--- src/rtl/onlab_pkg.sv ---
// Shared types and constants for the onlab UART transmit path.
// Latency: none (declarations only).
// Backpressure: none (declarations only).
package onlab_pkg;

  localparam int BYTE_W                       = 8;
  localparam int TX_FIFO_DEPTH_DEFAULT        = 16;
  localparam int TX_FIFO_BUSY_TIMEOUT_DEFAULT = 8;

  typedef enum logic [1:0] {
    IDLE      = 2'd0,
    LAUNCH    = 2'd1,
    WAIT_BUSY = 2'd2,
    WAIT_DONE = 2'd3
  } tx_fifo_state_e;

endpackage

--- src/rtl/byte_fifo.sv ---
// byte_fifo: circular byte store with wrap-bit pointers; full/empty derive from pointer registers only.
// Latency: a push is visible (empty clears) after the edge that samples it; the head byte is read combinationally.
// Backpressure: a push while full or a pop while empty is ignored and leaves all state unchanged.
module byte_fifo
  import onlab_pkg::*;
#(
  parameter int DEPTH = TX_FIFO_DEPTH_DEFAULT
) (
  input  logic                     clk_i,
  input  logic                     rst_n_i,
  input  logic                     push_vld,
  input  logic [BYTE_W-1:0]        push_dat,
  input  logic                     pop_vld,
  output logic [BYTE_W-1:0]        pop_dat,
  output logic                     full,
  output logic                     empty,
  output logic [$clog2(DEPTH):0]   level
);

  localparam int AW = $clog2(DEPTH);

  logic [AW:0]       wr_ptr;
  logic [AW:0]       rd_ptr;
  logic [BYTE_W-1:0] mem [DEPTH];
  logic              do_push;
  logic              do_pop;

  // MSB of each pointer is the wrap bit: equal LSBs with differing MSBs means a full lap ahead.
  assign empty   = (wr_ptr == rd_ptr);
  assign full    = (wr_ptr[AW-1:0] == rd_ptr[AW-1:0]) && (wr_ptr[AW] != rd_ptr[AW]);
  assign level   = wr_ptr - rd_ptr;
  assign do_push = push_vld && !full;
  assign do_pop  = pop_vld && !empty;
  assign pop_dat = mem[rd_ptr[AW-1:0]];

  // Each pointer advances only on its own accepted operation.
  always_ff @(posedge clk_i or negedge rst_n_i) begin
    if (!rst_n_i) begin
      wr_ptr <= '0;
      rd_ptr <= '0;
    end else begin
      if (do_push) wr_ptr <= wr_ptr + 1'b1;
      if (do_pop)  rd_ptr <= rd_ptr + 1'b1;
    end
  end

  // Storage needs no reset: the pointers mask stale entries.
  always_ff @(posedge clk_i) begin
    if (do_push) mem[wr_ptr[AW-1:0]] <= push_dat;
  end

endmodule

--- src/rtl/uart_tx_fifo.sv ---
// uart_tx_fifo: buffers response bytes and launches them one at a time to the UART; UART_TX_FIFO_STATUS_EN adds level/overflow status.
// Latency: write sampled at E0 -> pop at E1 -> transmit_o high between E1 and E2 (2 cycles).
// Backpressure: writes while full are dropped; launches are paced by tx_busy_i with a lost-launch timeout.
module uart_tx_fifo
  import onlab_pkg::*;
#(
  parameter int DEPTH        = TX_FIFO_DEPTH_DEFAULT,
  parameter int BUSY_TIMEOUT = TX_FIFO_BUSY_TIMEOUT_DEFAULT
) (
  input  logic                   clk_i,
  input  logic                   rst_n_i,
  input  logic                   wr_valid_i,
  input  logic [BYTE_W-1:0]      wr_data_i,
  output logic                   full_o,
  output logic                   empty_o,
  input  logic                   tx_busy_i,
  output logic                   transmit_o,
  output logic [BYTE_W-1:0]      tx_byte_o
`ifdef UART_TX_FIFO_STATUS_EN
  ,
  output logic [$clog2(DEPTH):0] level_o,
  output logic                   overflow_o,
  input  logic                   clr_overflow_i
`endif
);

  localparam int CNT_W = $clog2(BUSY_TIMEOUT + 1);

  tx_fifo_state_e    state_q;
  tx_fifo_state_e    state_d;
  logic [CNT_W-1:0]  tmo_cnt_q;
  logic [CNT_W-1:0]  tmo_cnt_d;
  logic              pop;
  logic [BYTE_W-1:0] head_dat;

`ifdef UART_TX_FIFO_STATUS_EN
  logic [$clog2(DEPTH):0] fifo_level;
`endif

  byte_fifo #(
    .DEPTH (DEPTH)
  ) u_fifo (
    .clk_i    (clk_i),
    .rst_n_i  (rst_n_i),
    .push_vld (wr_valid_i),
    .push_dat (wr_data_i),
    .pop_vld  (pop),
    .pop_dat  (head_dat),
    .full     (full_o),
    .empty    (empty_o),
`ifdef UART_TX_FIFO_STATUS_EN
    .level    (fifo_level)
`else
    .level    ()
`endif
  );

  // Launch sequencer: pop, pulse transmit, then wait for the UART frame (or the timeout) before the next pop.
  always_comb begin
    state_d    = state_q;
    tmo_cnt_d  = tmo_cnt_q;
    pop        = 1'b0;
    transmit_o = 1'b0;
    unique case (state_q)
      IDLE: begin
        if (!empty_o) begin
          pop     = 1'b1;
          state_d = LAUNCH;
        end
      end
      LAUNCH: begin
        transmit_o = 1'b1;
        tmo_cnt_d  = '0;
        state_d    = WAIT_BUSY;
      end
      WAIT_BUSY: begin
        if (tx_busy_i) begin
          state_d = WAIT_DONE;
        end else if (tmo_cnt_q == CNT_W'(BUSY_TIMEOUT - 1)) begin
          state_d = IDLE;
        end else begin
          tmo_cnt_d = tmo_cnt_q + 1'b1;
        end
      end
      WAIT_DONE: begin
        if (!tx_busy_i) state_d = IDLE;
      end
      default: state_d = IDLE;
    endcase
  end

  // State, timeout counter and the launched byte; tx_byte_o holds until the next pop.
  always_ff @(posedge clk_i or negedge rst_n_i) begin
    if (!rst_n_i) begin
      state_q   <= IDLE;
      tmo_cnt_q <= '0;
      tx_byte_o <= '0;
    end else begin
      state_q   <= state_d;
      tmo_cnt_q <= tmo_cnt_d;
      if (pop) tx_byte_o <= head_dat;
    end
  end

`ifdef UART_TX_FIFO_STATUS_EN
  assign level_o = fifo_level;

  // Sticky drop flag; a drop in the same cycle as a clear keeps it set.
  always_ff @(posedge clk_i or negedge rst_n_i) begin
    if (!rst_n_i) begin
      overflow_o <= 1'b0;
    end else if (wr_valid_i && full_o) begin
      overflow_o <= 1'b1;
    end else if (clr_overflow_i) begin
      overflow_o <= 1'b0;
    end
  end
`endif

endmodule

--- config.mk ---
export PLATFORM = sky130hd
export DESIGN_NAME = uart_tx_fifo
export DESIGN_NICKNAME = d
export VERILOG_FILES = /design/src/rtl/onlab_pkg.sv /design/src/rtl/byte_fifo.sv /design/src/rtl/uart_tx_fifo.sv
export SDC_FILE = /design/constraint.sdc
export NUM_CORES = 1
export LEC_CHECK = 0
export CORE_MARGIN = 2
export CORE_UTILIZATION = 50
export DETAILED_ROUTE_END_ITERATION = 16
export PLACE_DENSITY = 0.7
export RECOVER_POWER = 25
export SLEW_MARGIN = 20
export SYNTH_ARGS = -nofsm -noshare
export SYNTH_HDL_FRONTEND = slang
export SYNTH_SLANG_ARGS = --single-unit
--- constraint.sdc ---
create_clock -name clk_i -period 2.3 [get_ports clk_i]
set_input_delay 0.46 -clock clk_i [delete_from_list [all_inputs] [get_ports clk_i]]
set_output_delay 0.46 -clock clk_i [all_outputs]
set_load 0.05 [all_outputs]
After elaboration in Yosys (flattened, before gate mapping)
Memories as Yosys holds them, arrays and structs flattened. A register that Yosys moved wholly into a read port is not among the register bits.
Cells that the tools add are included.
{ "word_totals": {"register_bits": 16, "ramBits": 128, "in_bits": 12, "n_memories": 1} }
{ "classes": {"addsub": 3, "eq_ne": 12, "mux": 13, "n_reduce_logical": 10} }
{ "mem_list": {"columns": ["name", "depth", "word_bits", "rd", "rd_ports_with_merged_regs", "write_ports", "line_no", "source"], "rows": [
  ["u_fifo.mem", 16, 8, 1, 1, 1, "byte_fifo.sv:24", "logic [BYTE_W-1:0] mem [DEPTH];"]
]} }
{ "ops": {"columns": ["op", "count"], "rows": [
  ["adder 5 x 1 -> 5 bit (second input constant)", 2],
  ["two-way mux 2 bit", 4],
  ["two-way mux 4 bit", 2],
  ["inequality test 2 bit (second input constant)", 4],
  ["one-hot mux 2 bit (4 select lines)", 1],
  ["one-hot mux 4 bit (2 select lines)", 1],
  ["AND reduction 3 bit", 2],
  ["== test 5 bit", 1],
  ["two-way mux 1 bit", 5],
  ["adder 4 x 1 -> 4 bit (second input constant)", 1],
  ["== test 2 bit (second input constant)", 2],
  ["== test 4 x 3 -> 1 bit (second input constant)", 1],
  ["== test 4 bit", 1],
  ["logical AND 1 bit", 3],
  ["zero test 1 bit", 3],
  ["inequality test 3 bit (second input constant)", 1],
  ["== test 2 x 1 -> 1 bit (second input constant)", 1],
  ["zero test 2 bit", 1],
  ["nonzero test 2 bit", 1],
  ["inequality test 1 bit", 1]
]} }

Depth between registers and ports, before layout
Gate-level depths: netlist of run 1.
{ "logic_depth": {"depth_word": 6, "depth_mapped": 7, "ltp_nobuf": 5} }

Cells and area by module
A second synthesis of run 1 with hierarchy kept.
{ "unflattened": {"cells_unflattened": 348, "area_unflattened_um2": 6301.0} }
{ "by_module_without_submodules": {"columns": ["mod", "n_inst", "cells_per_inst", "area_each_um2", "seq_area_each_um2"], "rows": [
  ["byte_fifo", 1, 299, 5664.2, 4093.9],
  ["uart_tx_fifo", 1, 49, 636.9, 350.3]
]} }

Worst setup path after synthesis of run 1
OpenSTA, ideal clock, no wires.
{ "synth_path": {"kind": "register to register", "start": "register u_fifo.rd_ptr[1]", "end": "memory u_fifo.mem[1][0] (enable)", "setup_time_ps": 398, "t_arrival_ps": 2086, "t_required_ps": 1902, "setup_slack_ps": -183, "path_stages_with_launch": 7, "n_path_buf": 2, "synth_period_minus_slack_ps": 2483, "cell_sequence": "dfrtp_1 -> buf_6 -> xnor2_1 -> nand4_1 -> buf_2 -> o21ai_0 -> nor4b_1"} }
{ "synth_via": {"elab_chain_cells": 6} }
{ "synth_rtl": {"columns": ["item", "line_no", "source"], "rows": [
  ["start: declaration", "byte_fifo.sv:23", "logic [AW:0] rd_ptr;"],
  ["start signal: assignment", "byte_fifo.sv:43", "if (do_pop) rd_ptr <= rd_ptr + 1'b1;"],
  ["== test 4 bit", "byte_fifo.sv:30", "assign full = (wr_ptr[AW-1:0] == rd_ptr[AW-1:0]) && (wr_ptr[AW] != rd_ptr[AW]);"],
  ["logical AND 1 bit", "byte_fifo.sv:30", null],
  ["zero test 1 bit", "byte_fifo.sv:32", "assign do_push = push_vld && !full;"],
  ["logical AND 1 bit", "byte_fifo.sv:32", null],
  ["two-way mux 1 bit", "byte_fifo.sv:49", "if (do_push) mem[wr_ptr[AW-1:0]] <= push_dat;"],
  ["two-way mux 1 bit (implied by the code)", "byte_fifo.sv:49", null],
  ["end: declaration", "byte_fifo.sv:24", null]
]} }
Every way passes these cells.

Worst setup path in the final report of run 1
{ "layout_path": {"start": "register u_fifo.rd_ptr[1]", "end": "output empty_o"} }
{ "layout_via": {"elab_chain_cells": 1} }
{ "layout_rtl": {"columns": ["item", "line_no", "source"], "rows": [
  ["== test 5 bit", "byte_fifo.sv:29", "assign empty = (wr_ptr == rd_ptr);"],
  ["end: declaration", "uart_tx_fifo.sv:15", "output logic empty_o,"]
]} }
Every way passes these cells.

==> results of run 1 <==
routing by layer:
| metal | routed length [um] | vias to the layer above | global-route usage, % |
|---|---|---|---|
| li1 | - | 1486 | - |
| met3 | 757 | 15 | 4.83 |
| met1 | 5610 | 1665 | 29.8 |
| met2 | 6300 | 86 | 32.5 |
| met5 | 0 | - | 0 |
| met4 | 206 | 0 | 7.70 |
registers in the layout (all words and copies together), names as in the netlist:
register       flops
tx_byte_o          8
u_fifo.mem       128
u_fifo.wr_ptr      5
state_q            2
u_fifo.rd_ptr      5
tmo_cnt_q          4
repair_timing:
item                       in CTS  in global routing
buffers inserted                1                  4
gates resized for setup         2                  4
setup endpoints to repair       2                 45
hold buffers                    0                  0
power by group through the flow:
stage | Clock, uW | Combinational, uW | Sequential [uW]
after floorplan | 0 | 2180 | 3890
after global placement | 0 | 3510 | 3710
after detailed placement | 0 | 3580 | 3730
after CTS | 2900 | 3620 | 3680
after global routing | 3020 | 3930 | 3720
final | 2870 | 3670 | 3680
cells in the mapped netlist, types with 2 or more instances:
| master | instances |
|---|---|
| ha_1 | 6 |
| buf_6 | 2 |
| and3_1 | 3 |
| nor3_1 | 2 |
| a221oi_1 | 8 |
| mux4_2 | 11 |
| buf_1 | 3 |
| and4b_1 | 8 |
| o21ai_0 | 6 |
| mux2i_1 | 17 |
| nand2b_1 | 9 |
| inv_1 | 7 |
| nor2_1 | 5 |
| nand3_1 | 3 |
| buf_2 | 7 |
| a22o_1 | 8 |
| nand2_1 | 5 |
| nor4b_1 | 4 |
| o211ai_1 | 5 |
| edfxtp_1 | 128 |
| a21oi_1 | 2 |
| xnor2_1 | 13 |
| mux2_2 | 18 |
| and4_1 | 3 |
| clkbuf_1 | 7 |
| dfrtp_1 | 24 |
| mux4_1 | 13 |
cells by family after synthesis:
group                    Yosys count  share of synthesized area [%]
flip-flops                       152                           70.7
XOR/XNOR                          14                           1.95
AO/OA/AOI/OAI                     33                           3.90
AND/OR/NAND/NOR                   47                           4.95
multiplexers                      59                           15.3
adder cells (fa/ha/maj)            6                           1.19
buffers and inverters             27                           2.05
cell type report:
cell class,count,share of cell area (%)
Clock inverter,13,2.33
Sequential cell,152,58.4
Timing Repair Buffer,59,7.43
Tap cell,168,2.76
Multi-Input combinational cell,159,23.0
Inverter,7,0.345
Clock buffer,19,5.69
how the worst min path moves through the flow:
| stage | from | to | cells past startpoint |
|---|---|---|---|
| 6_report | tx_byte_o[4] | tx_byte_o[4] | 1 |
| 5_1_grt | tx_byte_o[6] | tx_byte_o[6] | 1 |
| 4_1_cts | rst_n_i | tmo_cnt_q[3] | 2 |
| 3_5_place_dp | tx_byte_o[4] | tx_byte_o[4] | 1 |
| 3_3_place_gp | tx_byte_o[1] | tx_byte_o[1] | 1 |
| 2_1_floorplan | rst_n_i | state_q[0] | 0 |
cell usage in the layout, fill, tap and decap left out, drive strengths merged, types with 9 or more instances in the layout:
cell,Yosys,layout
buf,13,39
clkbuf,7,20
clkdlybuf4s50,0,12
dfrtp,24,24
edfxtp,128,128
mux2,18,18
mux2i,17,17
mux4,24,24
nand2b,9,9
xnor2,13,13
critical path: stages (launching register included):
cell,delay [ns]
dfrtp_2,0.44
buf_12,0.15
xnor2_1,0.15
nand4_1,0.14
buf_6,0.17
nor2_2,0.12
buf_12,0.15
stage by stage:
step	instances	hold WS, ns	utilization [%]	cell area [um^2]	worst slack (ns)
final	577	0.505	62.6	7610	0.0959
after global routing	577	0.518	62.6	7610	0.00316
after CTS	573	0.410	62.2	7560	0.0277
after detailed placement	540	0.494	57.1	6940	0.0550
after global placement	540	0.488	57.1	6940	0.123
after floorplan	338	0.164	-	6290	-0.183
==> metrics.md, run 1 <==
| Metric | Value |
|---|---|
| Nets | 414 |
| Area growth from synthesis to layout | 21.0% |
| Sw Ratio | 31.7% |
| Critical path type | reg -> out |
| Share of layout cells above drive strength 1 | 25.4% |
| Drt total wl | 12900 um |
| Die Height | 116 um |
| Initial Utilization | 51.7% |
| GP Congestion | 0.825 |
| Worst endpoint required time | 1.84 ns |
| Post-synth top area cell | edfxtp_1 |
| Fin crit share | 95.8% |
| Via/cell ratio | 5.64 |
| Clock skew | 0.0100 ns |
| VDD IR max | 0.755 mV |
| Syn Area/Cell | 18.6 um^2 |
| Gr ovfl total | 0 |
| R2r worst-path depth | 6 |
| Net Switching | 3240 uW |
| Cell variety after synth | 38 |
| Drt pass-1 iters | 4 |
| EDFF count, synth | 128 |
| Die area | 0.0135 mm^2 |
| Async S/R FF share, synth | 15.8% |
| Clk sinks | 152 |
| Max-cap violations | 0 |
| Reg area | 0.00445 mm^2 |
| Pwr dens | 1340 mW/mm^2 |
| Post-synthesis sequential area ratio | 70.7% |
| Tot Pwr | 10200 uW |
| Setup TNS | 0 ns |
| Slew @ Worst Pin | 1.40 ns |
| Ys Warns | 0 |
| Largest net degree at the start of global routing | 34 |
| CP Launch Point | u_fifo.rd_ptr[1] |
| CP endpoint | empty_o |
| Mapped Area | 0.00629 mm^2 |
| Gate Count Post-Synth | 338 |
| Detailed Route Iter0 Violations | 373 |
| Top_reg_cell synth | edfxtp_1 |
| Top cells by area, synth | edfxtp_1 (61%), dfrtp_1 (9.5%), mux4_1 (5.4%) |
| Unrepaired setup endpoints after global routing | no |
| Max_slew headroom | 6.42% |
| Seq cells post-synth | 152 |
| Outcome | finished, final reports clean |
| Leak | 0.00273 uW |
| CTS tree | yes |
| Site Rows | 40 |
| Share of power burned in registers | 36.0% |
| Minimum clock period | 2.20 ns |
| Worst reg-to-reg setup slack | 0.12 ns |
| Clock Tree Root | clkbuf_16 |
| H-tree depth | 4 |
| Critical R2R Capture | tx_byte_o[2] |
| WL/cell | 22.3 um |
| Crit-path max FO | 7 |
| Global-route wire length before repair | 19600 um |
| Fill cells | 877 |
| Vias in the first global route | 3313 |
| Hold WC Path Type | reg -> reg |
| Clock latency on the worst-skew pair | 0.42 ns |
| Setup Viol. Count Final | 0 |
| Critical Path AT | 1.74 ns |
| Clock Power Share | 28.1% |
| CP startpoint kind | register |
| Post-route DRC | 0 |
| Placed wire-length estimate | 8150 um |
| Total via count in the routed design | 3252 |
| Post-route ant nets | 0 |
| Number of top-level pins | 23 |
| RR Startpoint | u_fifo.rd_ptr[1] |
| Clk slew on worst S/H paths | 0.06 ns |
| Initial antenna violation count | 0 |
| CTS buffer count | 17 |
| Yosys top cell area share | 61.1% |
| Syn nets | 356 |
| Number of max-slew violations in the final report | 0 |
| Worst Setup End Kind | output port |
| I/O Buffers | 22 |
| Placeable Area | 0.0122 mm^2 |
| Max frequency | 0.454 GHz |
| Area occupied by multi-input gates | 0.00175 mm^2 |
| Total Routing Usage GR | 21.0% |
| Clock buffer depth | 2 |
| Comb pwr share | 35.9% |
| Ant diodes | 0 |
| Die Wd | 116 um |
| P_int | 6980 uW |
| Final Hold Fails | 0 |
Note: power is estimated with default switching activity, not from simulation.
==> run 2: changes to the inputs <==
--- a/config.mk
+++ b/config.mk
@@ -5,6 +5,7 @@
 export SDC_FILE = /design/constraint.sdc
 export NUM_CORES = 1
 export LEC_CHECK = 0
+export ABC_AREA = 1
 export CORE_MARGIN = 2
 export CORE_UTILIZATION = 50
 export DETAILED_ROUTE_END_ITERATION = 16
==> run 2 against run 1 <==
Effect of this change:
- non-clock buffer count shrank 7
- combinational power shrank 11%
- worst setup slack lost 0.0058 ns
- clock power shrank 11%
- critical path depth shrank 4
==> metrics.md, run 2 <==
| Metric | Value |
|---|---|
| Drt pass-1 iters | 5 (was 4) |
| Share of layout cells above drive strength 1 | 9.14% (was 25.4%) |
| Post-placement worst setup slack | 0.274 ns (was 0.0550 ns) |
| Worst Setup End Kind | output port (unchanged) |
| Gr ovfl total | 0 (unchanged) |
| Leak | 0.00363 uW (was 0.00273 uW) |
| Slew @ Worst Pin | 1.35 ns (was 1.40 ns) |
| Minimum clock period | 2.21 ns (was 2.20 ns) |
| CTS Hold Buffers Added | 0 (unchanged) |
| Most common cell after layout, fill and taps aside | nand2_1 (was edfxtp_1) |
| Setup Viol. Count Final | 0 (unchanged) |
| Clock latency on the worst-skew pair | 0.43 ns (was 0.42 ns) |
| Final WS setup | 0.0901 ns (was 0.0959 ns) |
| P_int | 5830 uW (was 6980 uW) |
| Clock Tree Root | clkbuf_16 (unchanged) |
| Total Routing Usage GR | 23.0% (was 21.0%) |
| Clk slew on worst S/H paths | 0.06 ns (about the same) |
| CTS buffer count | 17 (unchanged) |
| Unrepaired setup endpoints after global routing | no (unchanged) |
| Global routing usage on met1 | 29.7% (was 29.8%) |
| Die area | 0.0148 mm^2 (was 0.0135 mm^2) |
| Clock buffer depth | 2 (unchanged) |
| Max frequency | 0.453 GHz (was 0.454 GHz) |
| Drt total wl | 15500 um (was 12900 um) |
| Clk sinks | 152 (unchanged) |
| Initial antenna violation count | 0 (unchanged) |
| Clock Power Share | 27.0% (was 28.1%) |
| Commonest cells after routing, fill and taps aside | nand2_1 (258), inv_1 (135), edfxtp_1 (128) (was edfxtp_1 (128), buf_4 (32), dfrtp_1 (22)) |
| Area occupied by multi-input gates | 0.00177 mm^2 (was 0.00175 mm^2) |
| Most frequent cell after synthesis | nand2_1 (was edfxtp_1) |
| Yosys top cell area share | 55.7% (was 61.1%) |
| Placeable Area | 0.0133 mm^2 (was 0.0122 mm^2) |
| Mapped Area | 0.00691 mm^2 (was 0.00629 mm^2) |
| Detailed Route Iter0 Violations | 374 (was 373) |
| Post-route ant nets | 0 (unchanged) |
| Seq cells post-synth | 152 (unchanged) |
| M3 GR Usage | 5.06% (was 4.83%) |
| Worst Hold Slack | 0.478 ns (was 0.505 ns) |
| Async S/R FF share, synth | 15.8% (unchanged) |
| Critical Path, Cell by Cell | nor2_1 -> clkdlybuf4s50_1 (was buf_12 -> xnor2_1 -> nand4_1 -> buf_6 -> nor2_2 -> buf_12) |
| CP peak stage delay | 0.80 ns (was 0.44 ns) |
| Max reg flops | 128 (unchanged) |
| Critical path type | reg -> out (unchanged) |
| Nets | 782 (was 414) |
| Site Rows | 42 (was 40) |
| Post-route design area | 0.00795 mm^2 (was 0.00761 mm^2) |
| GP Congestion | 1.01 (was 0.825) |
| Initial Utilization | 51.7% (about the same) |
| Clock skew | 0.00737 ns (was 0.0100 ns) |
| Top cells by area, synth | edfxtp_1 (56%), nand2_1 (14%), dfrtp_1 (8.7%) (was edfxtp_1 (61%), dfrtp_1 (9.5%), mux4_1 (5.4%)) |
| Cell variety after synth | 26 (was 38) |
| Synth cell count leaders | nand2_1 (258), inv_1 (135), edfxtp_1 (128), nand3_1 (87), dfrtp_1 (24) (was edfxtp_1 (128), dfrtp_1 (24), mux2_2 (18), mux2i_1 (17)) |
| Sw Ratio | 37.9% (was 31.7%) |
| Ant diodes | 0 (unchanged) |
| Largest net degree at the start of global routing | 66 (was 34) |
| Gate Count Post-Synth | 720 (was 338) |
| Fin crit share | 96.1% (was 95.8%) |
| I/O Buffers | 22 (unchanged) |
| Syn Area/Cell | 9.59 um^2 (was 18.6 um^2) |
| Setup TNS | 0 ns (unchanged) |
| Net Switching | 3560 uW (was 3240 uW) |
| EDFF count, synth | 128 (unchanged) |
| Syn nets | 738 (was 356) |
| Gr busiest metal | met2 (unchanged) |
| Number of top-level pins | 23 (unchanged) |
| Post-route DRC | 0 (unchanged) |
| VDD IR max | 0.706 mV (was 0.755 mV) |
| Buffers plus inverters on the worst setup path | 1 (was 3) |
| Hold WC Path Type | reg -> reg (unchanged) |
| Outcome | finished, final reports clean (unchanged) |
| Area growth from synthesis to layout | 15.2% (was 21.0%) |
| H-tree depth | 4 (unchanged) |
| Post-synthesis sequential area ratio | 64.3% (was 70.7%) |
| Global-route wire length before repair | 24500 um (was 19600 um) |
| Vias in the first global route | 4781 (was 3313) |
| Placed wire-length estimate | 10100 um (was 8150 um) |
| Die Height | 122 um (was 116 um) |
| Max-cap violations | 0 (unchanged) |
| Share of power burned in registers | 38.3% (was 36.0%) |
| CP startpoint kind | register (unchanged) |
| WL/cell | 16.3 um (was 22.3 um) |
| Critical Path AT | 1.75 ns (was 1.74 ns) |
| Fill cells | 1115 (was 877) |
| Crit-path max FO | 5 (was 7) |
| Ys Warns | 0 (unchanged) |
| Post-CTS setup buffer count | 0 (was 1) |
| Pwr dens | 1180 mW/mm^2 (was 1340 mW/mm^2) |
| Post-synth top area cell | edfxtp_1 (unchanged) |
| Top_reg_cell synth | edfxtp_1 (unchanged) |
| CTS tree | yes (unchanged) |
| Max_slew headroom | 9.77% (was 6.42%) |
| Placed cell areas | 0.00743 mm^2 (was 0.00694 mm^2) |
| Post-layout util | 59.6% (was 62.6%) |
| Total via count in the routed design | 4848 (was 3252) |
| Die Wd | 122 um (was 116 um) |
| Final Hold Fails | 0 (unchanged) |
| Via/cell ratio | 5.09 (was 5.64) |
| Met2 Use GR | 37.8% (was 32.5%) |
| Reg area | 0.00445 mm^2 (about the same) |
| Number of max-slew violations in the final report | 0 (unchanged) |
| Top delay family on crit path | buffers and inverters (unchanged) |
| Worst endpoint required time | 1.84 ns (about the same) |
| CTS resizes | 0 (was 2) |
| Comb pwr share | 34.7% (was 35.9%) |
| Crit path max-delay cell type | clkdlybuf4s50_1 (was dfrtp_2) |
[run 2: cell types whose count changed in the layout (fill, tap and decap cells not counted), sizes merged, moves of 9 or more]
cell,before,now
mux2i,17,0
mux4,24,0
nor3,2,15
nand2b,9,0
buf,39,27
nand2,5,260
nand3,3,89
mux2,18,0
xnor2,13,4
inv,8,143
[run 2: tightest hold or removal path, stage by stage, from the launching register on]
cell,delay (ns)
dfrtp_1,0.34
nand2_1,0.05
nand2_1,0.05
[run 2: kinds of logic (layout without fill, tap and decap cells)]
group	count (synthesis)	count (layout)	share of synthesized area [%]
and+or+nand+nor	371	371	22.3
buffers and inverters	170	227	10.1
DFF	152	152	64.3
AOI/OAI and AO/OA	11	11	0.888
xor gates and xnor gates	10	10	1.27
adders and majority gates	6	6	1.09
[run 2: metal layers]
layer	vias up	part of all wire (%)	wire, um
li1	2348	-	-
met1	2292	41	6400
met2	170	48	7500
met3	38	7.5	1160
met4	0	2.9	447
met5	-	0	0
[run 2: layout make-up]
class	instances	share of cell area [%]
Clock buffer	19	5.44
Tap cell	176	2.77
Multi-Input combinational cell	398	22.2
Clock inverter	13	1.32
Sequential cell	152	55.9
Inverter	143	6.75
Timing Repair Buffer	52	5.62
[run 2: final timing paths]
kind / slack (ns) / cells after the start / start / end
max: 0.09 / 2 / state_q[1] / transmit_o
min: 0.48 / 2 / tx_byte_o[6] / tx_byte_o[6]
max reg2reg: 0.35 / 6 / u_fifo.wr_ptr[2] / u_fifo.mem[7][2]
min reg2reg: 0.48 / 2 / tx_byte_o[6] / tx_byte_o[6]
max in group asynchronous: 0.55 / 2 / rst_n_i / u_fifo.rd_ptr[0]
min in group asynchronous: 0.86 / 2 / rst_n_i / tx_byte_o[2]
[run 2: through the flow]
stage	std cells	total power [uW]
global route	953	9900
detailed placement	921	6860
CTS	953	9390
global placement	921	6790
finish	953	9390
floorplan	720	5910
[run 2: power by group through the flow]
| stage | logic (uW) | registers, uW | clock network, uW |
|---|---|---|---|
| global placement | 3160 | 3630 | 0 |
| global route | 3590 | 3630 | 2680 |
| finish | 3260 | 3590 | 2540 |
| CTS | 3240 | 3590 | 2560 |
| floorplan | 2120 | 3790 | 0 |
| detailed placement | 3210 | 3640 | 0 |
